`config.mk`:
```
export PLATFORM = sky130hd
export DESIGN_NAME = hls_bus_arbiter
export DESIGN_NICKNAME = d
export VERILOG_FILES = /design/src/rtl/hls_bus_pkg.sv /design/src/rtl/hls_arb_id_fifo.sv /design/src/rtl/hls_bus_arbiter.sv
export SDC_FILE = /design/constraint.sdc
export NUM_CORES = 1
export LEC_CHECK = 0
export CORE_AREA = 2 2 129 131
export CTS_CLUSTER_SIZE = 8
export DETAILED_ROUTE_END_ITERATION = 16
export DIE_AREA = 0 0 131 133
export PLACE_DENSITY = 0.53
export SYNTH_ARGS = -nofsm -noshare
export SYNTH_HDL_FRONTEND = slang
export SYNTH_SLANG_ARGS = --single-unit
```
`constraint.sdc`:
```
create_clock -name clk -period 3.2 [get_ports clk]
set_input_delay 0.64 -clock clk [delete_from_list [all_inputs] [get_ports clk]]
set_output_delay 0.64 -clock clk [all_outputs]
set_load 0.01 [all_outputs]
```
`src/rtl/hls_bus_pkg.sv`:
```
// Shared types for the HLS bus arbiter: arbitration FSM states and the
// command payload bundle muxed from the two masters onto the bridge.
package hls_bus_pkg;

  localparam int ID_W       = 1;
  localparam int BUS_DATA_W = 32;
  localparam int BUS_ADDR_W = 32;

  typedef enum logic [1:0] {
    IDLE  = 2'd0,
    LOCK0 = 2'd1,
    LOCK1 = 2'd2
  } arb_state_e;

  typedef struct packed {
    logic [BUS_ADDR_W-1:0] address;
    logic [BUS_DATA_W-1:0] data;
    logic [3:0]            mask;
    logic                  write;
    logic                  uncached;
    logic [2:0]            size;
    logic                  last;
  } cmd_pl_t;

endpackage

```
`src/rtl/hls_arb_id_fifo.sv`:
```
// In-order source-ID FIFO: one entry per outstanding read burst, popped on
// the final response beat. DEPTH must be a power of two so pointers wrap.
module hls_arb_id_fifo #(
  parameter int DEPTH = 4,
  parameter int WIDTH = 1,
  localparam int PTR_W = $clog2(DEPTH),
  localparam int CNT_W = PTR_W + 1
) (
  input  logic             clk,
  input  logic             rst_n,
  input  logic             push,
  input  logic             pop,
  input  logic [WIDTH-1:0] din,
  output logic [WIDTH-1:0] dout,
  output logic             full,
  output logic             empty,
  output logic [CNT_W-1:0] count
);

  logic [WIDTH-1:0] mem [DEPTH];
  logic [PTR_W-1:0] wr_ptr, rd_ptr;
  logic             do_push, do_pop;

  assign full    = (count == CNT_W'(DEPTH));
  assign empty   = (count == '0);
  assign do_push = push & ~full;
  assign do_pop  = pop & ~empty;
  assign dout    = mem[rd_ptr];

  always_ff @(posedge clk or negedge rst_n) begin
    if (!rst_n) begin
      wr_ptr <= '0;
      rd_ptr <= '0;
      count  <= '0;
    end else begin
      if (do_push) wr_ptr <= wr_ptr + PTR_W'(1);
      if (do_pop)  rd_ptr <= rd_ptr + PTR_W'(1);
      case ({do_push, do_pop})
        2'b10:   count <= count + CNT_W'(1);
        2'b01:   count <= count - CNT_W'(1);
        default: count <= count;
      endcase
    end
  end

  // Storage carries no reset; only valid entries (count) are ever read.
  always_ff @(posedge clk) begin
    if (do_push) mem[wr_ptr] <= din;
  end

endmodule

```
`src/rtl/hls_bus_arbiter.sv`:
```
// Two-master round-robin arbiter in front of the HLS bridge, burst-locked,
// with in-order response steering. HLS_ARB_ERR_EN adds err_orphan/err_overflow.
module hls_bus_arbiter
  import hls_bus_pkg::*;
#(
  parameter int DATA_WIDTH      = BUS_DATA_W,
  parameter int DATA_ADDR_WIDTH = BUS_ADDR_W,
  parameter int OUTST_DEPTH     = 4
) (
  input  logic                       clk,
  input  logic                       rst_n,
  input  logic                       m0_cmd_valid,
  output logic                       m0_cmd_ready,
  input  logic [DATA_ADDR_WIDTH-1:0] m0_cmd_payload_address,
  input  logic [DATA_WIDTH-1:0]      m0_cmd_payload_data,
  input  logic [3:0]                 m0_cmd_payload_mask,
  input  logic                       m0_cmd_payload_write,
  input  logic                       m0_cmd_payload_uncached,
  input  logic [2:0]                 m0_cmd_payload_size,
  input  logic                       m0_cmd_payload_last,
  output logic                       m0_rsp_valid,
  output logic [DATA_WIDTH-1:0]      m0_rsp_payload_data,
  output logic                       m0_rsp_payload_last,
  input  logic                       m1_cmd_valid,
  output logic                       m1_cmd_ready,
  input  logic [DATA_ADDR_WIDTH-1:0] m1_cmd_payload_address,
  input  logic [DATA_WIDTH-1:0]      m1_cmd_payload_data,
  input  logic [3:0]                 m1_cmd_payload_mask,
  input  logic                       m1_cmd_payload_write,
  input  logic                       m1_cmd_payload_uncached,
  input  logic [2:0]                 m1_cmd_payload_size,
  input  logic                       m1_cmd_payload_last,
  output logic                       m1_rsp_valid,
  output logic [DATA_WIDTH-1:0]      m1_rsp_payload_data,
  output logic                       m1_rsp_payload_last,
  output logic                       s_cmd_valid,
  input  logic                       s_cmd_ready,
  output logic [DATA_ADDR_WIDTH-1:0] s_cmd_payload_address,
  output logic [DATA_WIDTH-1:0]      s_cmd_payload_data,
  output logic [3:0]                 s_cmd_payload_mask,
  output logic                       s_cmd_payload_write,
  output logic                       s_cmd_payload_uncached,
  output logic [2:0]                 s_cmd_payload_size,
  output logic                       s_cmd_payload_last,
  input  logic                       s_rsp_valid,
  input  logic [DATA_WIDTH-1:0]      s_rsp_payload_data,
  input  logic                       s_rsp_payload_last
`ifdef HLS_ARB_ERR_EN
  ,
  output logic                       err_orphan,
  output logic                       err_overflow
`endif
);

  localparam int CNT_W = $clog2(OUTST_DEPTH) + 1;

  arb_state_e       state_q, state_d;
  logic             rr_q, rr_d;
  cmd_pl_t          pl0, pl1, sel_pl;
  logic             gnt;
  logic             elig0, elig1, req0, req1;
  logic             s_valid_int, fire;
  logic             push_req, push, pop;
  logic [ID_W-1:0]  id_head;
  logic             id_full, id_empty;
  logic [CNT_W-1:0] id_cnt;

  assign pl0 = '{address: m0_cmd_payload_address, data: m0_cmd_payload_data,
                 mask: m0_cmd_payload_mask, write: m0_cmd_payload_write,
                 uncached: m0_cmd_payload_uncached, size: m0_cmd_payload_size,
                 last: m0_cmd_payload_last};
  assign pl1 = '{address: m1_cmd_payload_address, data: m1_cmd_payload_data,
                 mask: m1_cmd_payload_mask, write: m1_cmd_payload_write,
                 uncached: m1_cmd_payload_uncached, size: m1_cmd_payload_size,
                 last: m1_cmd_payload_last};

  // Reads are held off while every response slot is spoken for; no pop bypass.
  assign elig0 = m0_cmd_payload_write | (id_cnt < CNT_W'(OUTST_DEPTH));
  assign elig1 = m1_cmd_payload_write | (id_cnt < CNT_W'(OUTST_DEPTH));
  assign req0  = m0_cmd_valid & elig0;
  assign req1  = m1_cmd_valid & elig1;

  always_ff @(posedge clk or negedge rst_n) begin
    if (!rst_n) begin
      state_q <= IDLE;
      rr_q    <= 1'b0;
    end else begin
      state_q <= state_d;
      rr_q    <= rr_d;
    end
  end

  // A stalled first beat also locks, so the bridge sees a stable payload.
  always_comb begin
    state_d = state_q;
    rr_d    = rr_q;
    unique case (state_q)
      IDLE: begin
        if (fire & sel_pl.last) rr_d = ~gnt;
        else if (s_valid_int)   state_d = gnt ? LOCK1 : LOCK0;
      end
      LOCK0, LOCK1: begin
        if (fire & sel_pl.last) begin
          state_d = IDLE;
          rr_d    = ~gnt;
        end
      end
      default: state_d = IDLE;
    endcase
  end

  always_comb begin
    gnt = 1'b0;
    unique case (state_q)
      LOCK0:   gnt = 1'b0;
      LOCK1:   gnt = 1'b1;
      default: gnt = (req0 & req1) ? rr_q : (req1 & ~req0);
    endcase
  end

  assign sel_pl      = gnt ? pl1 : pl0;
  assign s_valid_int = gnt ? req1 : req0;
  assign fire        = s_valid_int & s_cmd_ready;

  // Handshake outputs are forced low while reset is asserted.
  assign s_cmd_valid  = s_valid_int & rst_n;
  assign m0_cmd_ready = rst_n & s_cmd_ready & ~gnt & elig0;
  assign m1_cmd_ready = rst_n & s_cmd_ready & gnt & elig1;

  assign s_cmd_payload_address  = sel_pl.address;
  assign s_cmd_payload_data     = sel_pl.data;
  assign s_cmd_payload_mask     = sel_pl.mask;
  assign s_cmd_payload_write    = sel_pl.write;
  assign s_cmd_payload_uncached = sel_pl.uncached;
  assign s_cmd_payload_size     = sel_pl.size;
  assign s_cmd_payload_last     = sel_pl.last;

  assign push_req = fire & ~sel_pl.write & sel_pl.last;
  assign push     = push_req & ~id_full;
  assign pop      = s_rsp_valid & s_rsp_payload_last & ~id_empty;

  hls_arb_id_fifo #(.DEPTH(OUTST_DEPTH), .WIDTH(ID_W)) u_id_fifo (
    .clk   (clk),
    .rst_n (rst_n),
    .push  (push),
    .pop   (pop),
    .din   (gnt),
    .dout  (id_head),
    .full  (id_full),
    .empty (id_empty),
    .count (id_cnt)
  );

  // Beats arriving with no outstanding read are dropped on the floor.
  assign m0_rsp_valid        = s_rsp_valid & ~id_empty & (id_head == 1'b0);
  assign m1_rsp_valid        = s_rsp_valid & ~id_empty & (id_head == 1'b1);
  assign m0_rsp_payload_data = s_rsp_payload_data;
  assign m1_rsp_payload_data = s_rsp_payload_data;
  assign m0_rsp_payload_last = s_rsp_payload_last;
  assign m1_rsp_payload_last = s_rsp_payload_last;

`ifdef HLS_ARB_ERR_EN
  always_ff @(posedge clk or negedge rst_n) begin
    if (!rst_n) begin
      err_orphan   <= 1'b0;
      err_overflow <= 1'b0;
    end else begin
      if (s_rsp_valid & id_empty) err_orphan   <= 1'b1;
      if (push_req & id_full)     err_overflow <= 1'b1;
    end
  end
`endif

endmodule
```
**Word-level counts from Yosys, hierarchy flattened**

Memories as Yosys holds them, arrays and structs flattened.
Cells that the tools add are included.

- Output and inout bits: 145
- Input bits: 187
- RAM bits: 4
- Register bits: 10
- Logic and storage cells: 68
- Latch bits: 0
- ROM bits: 0
- Memories: 1

- Magnitude comparators: 1
- Multiply operators: 0
- Equal/unequal tests: 8
- Divide/modulo/power cells: 0
- $add $sub $neg: 4
- Muxes and demuxes: 12
- Shift-type cells: 0
- Bitwise gates (word level): 30
- Reduce and logical (&&, ||, !) cells: 7

Memory list:

| memory | words | bits a word | rd ports | clocked after Yosys merged registers in | wr ports | RTL line | text |
|---|---|---|---|---|---|---|---|
| u_id_fifo.mem | 4 | 1 | 1 | 0 | 1 | hls_arb_id_fifo.sv:20 | `logic [WIDTH-1:0] mem [DEPTH];` |

Operator list:

| kind | count |
|---|---|
| 74-bit 2-to-1 mux | 1 |
| 1-bit AND | 22 |
| 2-bit 2-to-1 mux | 4 |
| 2-bit != test (second input constant) | 3 |
| 1-bit inverter | 6 |
| 3-bit case mux with 2 select lines | 1 |
| 2-bit by 1-bit adder with 2-bit output (second input constant) | 2 |
| 2-bit by 1-bit equality test with 1-bit output (second input constant) | 2 |
| 2-bit equality test (second input constant) | 2 |
| 1-bit 2-to-1 mux | 4 |
| 2-bit case mux with 2 select lines | 1 |
| 3-bit by 1-bit adder with 3-bit output (second input constant) | 1 |
| 3-bit equality test (second input constant) | 1 |
| 3-bit logical NOT | 1 |
| 3-bit less-than comparator (second input constant) | 1 |
| 3-bit AND reduction | 1 |
| 3-bit OR reduction | 1 |
| 3-bit by 1-bit subtractor with 3-bit output (second input constant) | 1 |
| 2-bit logical NOT | 1 |
| 1-bit bitwise OR | 2 |
| 1-bit case mux with 2 select lines | 1 |
| 2-bit AND reduction | 1 |
| 2-bit nonzero test | 1 |
| 2-bit OR reduction | 1 |

**Logic depth before layout (Yosys ltp)**

Gate-level depths: netlist (run 1).

- Word-level depth: 15
- Mapped depth: 14
- Mapped depth without buffers: 13

**By module**

Synthesis (run 1) repeated with hierarchy kept, for this count alone.

- Cells, all modules: 239
- Area total of the unflattened synthesis: 2403.6 um^2

Modules (own cells, without submodules):

| module | cells each | times used | area an instance (um^2) |
|---|---|---|---|
| hls_bus_arbiter | 196 | 1 | 1821.7 |
| hls_arb_id_fifo | 43 | 1 | 581.8 |

**Worst setup path after synthesis (run 1)**

OpenSTA, ideal clock, no wires.

- Path type: input to register
- Start: input port m0_cmd_payload_write
- End: register u_id_fifo.count[2]
- Arrival: 2.899 ns
- Data required time: 3.072 ns
- Path buffers: 0
- Setup time: 0.128 ns
- Setup slack: 0.173 ns
- Stages on the path: 12
- Cell sequence: and2b_1 nor3_2 o31ai_4 mux2_2 a2111oi_4 inv_1 ha_1 inv_1 fa_1 xor2_1 nor2_1 xor2_1

- Longest elaborated chain between the ends: 14
- Elaborated cells on any way between the ends: 19
- Classes of those cells: eq/ne (2); mux (5); bitwise (11); reduce/logical (1)

Ends and longest elaborated chain:

| item | RTL line | text |
|---|---|---|
| from (decl) | hls_bus_arbiter.sv:17 | `input logic m0_cmd_payload_write,` |
| 1-bit bitwise OR | hls_bus_arbiter.sv:78 | `assign elig0 = m0_cmd_payload_write \| (id_cnt < CNT_W'(OUTST_DEPTH));` |
| 1-bit AND | hls_bus_arbiter.sv:80 | `assign req0 = m0_cmd_valid & elig0;` |
| 1-bit inverter | hls_bus_arbiter.sv:117 | `default: gnt = (req0 & req1) ? rr_q : (req1 & ~req0);` |
| 1-bit AND | hls_bus_arbiter.sv:117 |  |
| 1-bit 2-to-1 mux | hls_bus_arbiter.sv:117 |  |
| 1-bit case mux with 2 select lines | hls_bus_arbiter.sv:114 | `unique case (state_q)` |
| 74-bit 2-to-1 mux (*) | hls_bus_arbiter.sv:121 | `assign sel_pl = gnt ? pl1 : pl0;` |
| net s_cmd_payload_write | hls_bus_arbiter.sv:41 | `output logic s_cmd_payload_write,` |
| 1-bit inverter (*) | hls_bus_arbiter.sv:138 | `assign push_req = fire & ~sel_pl.write & sel_pl.last;` |
| 1-bit AND (*) (2 in series) | hls_bus_arbiter.sv:138 |  |
| 1-bit AND (*) | hls_bus_arbiter.sv:139 | `assign push = push_req & ~id_full;` |
| 1-bit AND (*) | hls_arb_id_fifo.sv:26 | `assign do_push = push & ~full;` |
| 2-bit by 1-bit equality test with 1-bit output / 2-bit equality test (equally long branches) | hls_arb_id_fifo.sv:38 | `case ({do_push, do_pop})` |
| 3-bit case mux with 2 select lines / 2-bit nonzero test (equally long branches) | n/a |  |
| to (signal assigned) | hls_arb_id_fifo.sv:39 | `2'b10: count <= count + CNT_W'(1);` |
| to (signal assigned) | hls_arb_id_fifo.sv:40 | `2'b01: count <= count - CNT_W'(1);` |
| to (signal assigned) | hls_arb_id_fifo.sv:41 | `default: count <= count;` |
| to (decl) | hls_arb_id_fifo.sv:17 | `output logic [CNT_W-1:0] count` |

Mark *: on every way through the listed nets, which the timed path passes. The rest lies on a longest branch.
A chain may end at the register's enable or synchronous reset.

**Worst setup path in the final report (run 1)**

- Start: input port m1_cmd_payload_write
- End: output port s_cmd_payload_mask[0]

- Longest elaborated chain between the ends: 6
- Elaborated cells on any way between the ends: 7
- Classes of those cells: mux (3); bitwise (4)

Ends and longest elaborated chain:

| item | RTL line | text |
|---|---|---|
| from (decl) | hls_bus_arbiter.sv:29 | `input logic m1_cmd_payload_write,` |
| 1-bit bitwise OR (*) | hls_bus_arbiter.sv:79 | `assign elig1 = m1_cmd_payload_write \| (id_cnt < CNT_W'(OUTST_DEPTH));` |
| 1-bit AND (*) | hls_bus_arbiter.sv:81 | `assign req1 = m1_cmd_valid & elig1;` |
| 1-bit AND | hls_bus_arbiter.sv:117 |  |
| 1-bit 2-to-1 mux (*) | hls_bus_arbiter.sv:117 |  |
| 1-bit case mux with 2 select lines (*) | hls_bus_arbiter.sv:114 |  |
| 74-bit 2-to-1 mux (*) | hls_bus_arbiter.sv:121 |  |
| to (decl) | hls_bus_arbiter.sv:40 | `output logic [3:0] s_cmd_payload_mask,` |

Mark *: on every way between the ends. The rest lies on a longest branch, timed or not.

==> results of run 1 <==
-- placed cells by master, fill, tap and decap left out, drive strengths merged --
cell / netlist / layout
a21oi: 4 / 4
nor2: 6 / 6
o211ai: 1 / 1
inv: 13 / 13
and3b: 1 / 1
o211a: 1 / 1
nand2b: 1 / 1
mux2: 74 / 74
buf: 70 / 42
clkdlybuf4s15: 0 / 11
a2111oi: 2 / 2
nor3: 3 / 3
clkinv: 0 / 1
xor2: 3 / 3
xnor2: 3 / 3
a311oi: 1 / 1
ha: 8 / 8
fa: 1 / 1
o31ai: 4 / 4
clkbuf: 5 / 4
and2: 4 / 4
bufbuf: 0 / 3
nor2b: 1 / 1
edfxtp: 4 / 4
and2b: 1 / 1
mux2i: 1 / 1
mux4: 1 / 1
a211oi: 2 / 2
a31oi: 1 / 1
o21ai: 2 / 2
nand2: 8 / 8
dlygate4sd2: 0 / 58
clkdlybuf4s50: 0 / 157
o21a: 1 / 1
dfrtp: 10 / 10
-- critical path, delay by kind of cell --
| kind | cells | cell delay [ns] |
|---|---|---|
| simple gates | 2 | 0.20 |
| mux | 1 | 0.33 |
| compound gates | 1 | 0.20 |
| buf+inv | 6 | 1.09 |
-- layer usage --
layer,vias to the layer above,global-route usage,part of all wire
li1,1155,-,-
met1,1092,0.144,0.39
met2,151,0.225,0.52
met3,14,0.0271,0.073
met4,0,0.0242,0.014
met5,-,0,0
-- state kept, by name, summed over array words and instances (netlist names) --
register and count:
u_id_fifo.count 3, u_id_fifo.wr_ptr 2, state_q 2, u_id_fifo.rd_ptr 2, rr_q 1, u_id_fifo.mem 4
-- worst max-delay path by stage --
stage / startpoint / endpoint / slack (ns) / depth (start not counted)
after floorplan: m0_cmd_payload_write / u_id_fifo.count[2]$_DFFE_PN0P_ / 0.17 / 12
after global placement: m0_cmd_payload_write / u_id_fifo.count[2]$_DFFE_PN0P_ / -0.40 / 15
after detailed placement: m0_cmd_payload_write / u_id_fifo.count[1]$_DFFE_PN0P_ / -0.42 / 12
after CTS: m0_cmd_payload_write / s_cmd_payload_mask[0] / 0.002 / 10
after global routing: m1_cmd_payload_write / s_cmd_payload_address[26] / -0.02 / 9
final: m1_cmd_payload_write / s_cmd_payload_mask[0] / 0.08 / 10
-- through the flow --
| stage | total power [W] | setup TNS [ns] |
|---|---|---|
| after floorplan | 0.00140 | 0 |
| after global placement | 0.00237 | -25.53 |
| after detailed placement | 0.00239 | -26.03 |
| after CTS | 0.00288 | 0 |
| after global routing | 0.00305 | -0.0637 |
| final | 0.00287 | 0 |
-- cells by family after synthesis --
kind of cell / count (synthesis) / share of synthesized area
buffers and inverters: 88 / 0.255
multiplexers: 76 / 0.379
AND/OR/NAND/NOR: 25 / 0.0553
AO/OA/AOI/OAI: 19 / 0.0723
flip-flops: 14 / 0.162
adder cells (fa/ha/maj): 9 / 0.0526
XOR/XNOR: 6 / 0.0230
-- what timing repair did --
| action | 4_1_cts | 5_1_grt |
|---|---|---|
| pin swaps | 1 | 6 |
| buffers inserted | 11 | 5 |
| resized for setup | 137 | 9 |
| setup endpoints to repair | 78 | 27 |
| gates cloned | 5 | 0 |
-- area by class of cell --
| cell class | instances | area (µm²) |
|---|---|---|
| inverter | 13 | 48.8 |
| clock buffer | 3 | 75.1 |
| clock inverter | 1 | 3.75 |
| timing repair buffer | 272 | 2680 |
| tap | 220 | 275 |
| multi-input combinational | 135 | 1400 |
| sequential | 14 | 370 |
| fill | 1684 | 11300 |
-- power by group through the flow --
stage	sequential (W)	combinational, W	clock (W)
global placement	0.000318	0.00206	0
floorplan	0.000313	0.00109	0
CTS	0.000324	0.00231	0.000246
global route	0.000333	0.00247	0.000252
finish	0.000323	0.00231	0.000237
detailed placement	0.000320	0.00207	0
==> results.sh, run 1 <==
export IMPL_first_pass_iters=4
export IMPL_grt_max_degree=22
export IMPL_drtIter0Drc=59
export IMPL_cts_root_buf="clkbuf_16"
export IMPL_drv_slew=0
export IMPL_cts_tree="done"
export IMPL_gp_congestion=0.812
export IMPL_timing_rr_start="state_q[1]$_DFFE_PN0P_"
export IMPL_avgSynthCellArea_um2=9.63
export IMPL_area_delta_synth_final_pct=112
export IMPL_pin_count=332
export IMPL_p_int_w=0.00180
export IMPL_crit_type="in2out"
export IMPL_num_antenna_cells=0
export IMPL_r2r_cells=15
export IMPL_cts_htree_levels=1
export IMPL_synthCells=237
export IMPL_place_inst=634
export IMPL_setup_violations=0
export IMPL_final_area_mm2=0.00485
export IMPL_maxCapViolations=0
export IMPL_synth_edf_count=4
export IMPL_grt_pass1_wl_mm=16.3
export IMPL_die_x_um=131
export IMPL_yosysTopAreaCellShare=0.360
export IMPL_cts_sinks=14
export IMPL_stdcell_count=658
export IMPL_yosys_warnings=0
export IMPL_hold_buffers=0
export IMPL_yosysSeqAreaShare=0.162
export IMPL_drc=0
export IMPL_power_leakage_nw=2.00
export IMPL_finalCritPeriodShare=0.975
export IMPL_synth_seq_cells=14
export IMPL_place_hpwl_mm=8.91
export IMPL_layout_setup_ws_ns=0.0810
export IMPL_wl_per_cell_um=16.6
export IMPL_ir_worst_vdd_v=0.000202
export IMPL_core_area_mm2=0.0162
export IMPL_dpl_worst_slack_ns=-0.417
export IMPL_cts_buffers=3
export IMPL_hold_class="reg2reg"
export IMPL_whs_path_depth=1
export IMPL_clock_path_buffers=2
export IMPL_crit_path_start_kind="primary input"
export IMPL_post_route_util=0.300
export IMPL_drtAntennaViolNets=0
export IMPL_skew_ns=0.000792
export IMPL_r2r_setup_slack_ns=0.25
export IMPL_min_to="u_id_fifo.rd_ptr[1]$_DFFE_PN0P_"
export IMPL_portBuffers=235
export IMPL_vias=2412
export IMPL_grt_overflow_total=0
export IMPL_track_usage=0.122
export IMPL_min_period_ns=3.12
export IMPL_synth_cell_types=36
export IMPL_rows=47
export IMPL_max_stage_delay_ns=0.33
export IMPL_die_area_mm2=0.0174
export IMPL_combPwrFrac=0.805
export IMPL_crit_fanout=6
export IMPL_ys_async_sr_fraction=0.714
export IMPL_clk_insertion_delay_late_ns=0.24
export IMPL_cp_cell_sequence="dlygate4sd2_1 -> nand2b_4 -> nand2_2 -> o31ai_4 -> buf_6 -> buf_4 -> buf_12 -> bufbuf_16 -> mux2_2 -> clkdlybuf4s15_2"
export IMPL_viasPerCell=3.67
export IMPL_path_clk_slew_ns=0.05
export IMPL_p_sw_frac=0.372
export IMPL_antenna_found_initial=0
export IMPL_initial_core_util=0.141
export IMPL_switching_power_w=0.00106
export IMPL_hold_slack_ns=0.489
export IMPL_worstReg2RegEnd="u_id_fifo.count[2]$_DFFE_PN0P_"
export IMPL_yosys_top_cells_count="mux2_2 (73), buf_4 (66), inv_1 (13)"
export IMPL_die_h_um=133
export IMPL_grt_pass1_vias=2740
export IMPL_clkPwrFrac=0.083
export IMPL_tightestPinTransition_ns=0.421
export IMPL_synth_most_common_cell="mux2_2"
export IMPL_synth_area_mm2=0.00228
export IMPL_synth_area_top_cells="mux2_2 (36%), buf_4 (22%), dfrtp_1 (11%)"
export IMPL_drive_gt1_frac=0.326
export IMPL_powerDensity_mw_per_mm2=591
export IMPL_power_frac_seq=0.113
export IMPL_ys_dominant_reg_cell="dfrtp_1"
export IMPL_crit_slowest_cell="mux2_2"
export IMPL_layout_nets=635
export IMPL_critPathCaptureType="output port"
export IMPL_wl_mm=11.0
export IMPL_worst_ep_required_time_ns=2.56
export IMPL_slew_headroom=0.712
export IMPL_finalHoldViolations=0
export IMPL_synth_top_area_cell="mux2_2"
export IMPL_synth_fp_nets=433
export IMPL_place_area_mm2=0.00453
export IMPL_outcome="completed"
export IMPL_arrival_ns=2.48
export IMPL_max_freq_ghz=0.321
export IMPL_hold_path_startpoint="u_id_fifo.rd_ptr[1]$_DFFE_PN0P_"
Note: power is estimated with default switching activity, not from simulation.
==> run 2, diff against run 1 <==
--- a/config.mk
+++ b/config.mk
@@ -5,6 +5,7 @@
 export SDC_FILE = /design/constraint.sdc
 export NUM_CORES = 1
 export LEC_CHECK = 0
+export CAP_MARGIN = 20
 export CORE_AREA = 2 2 129 131
 export CTS_CLUSTER_SIZE = 8
 export DETAILED_ROUTE_END_ITERATION = 16
==> results of run 2 <==
Same layout as run 1: the final DEF is identical, and so are final timing and power.
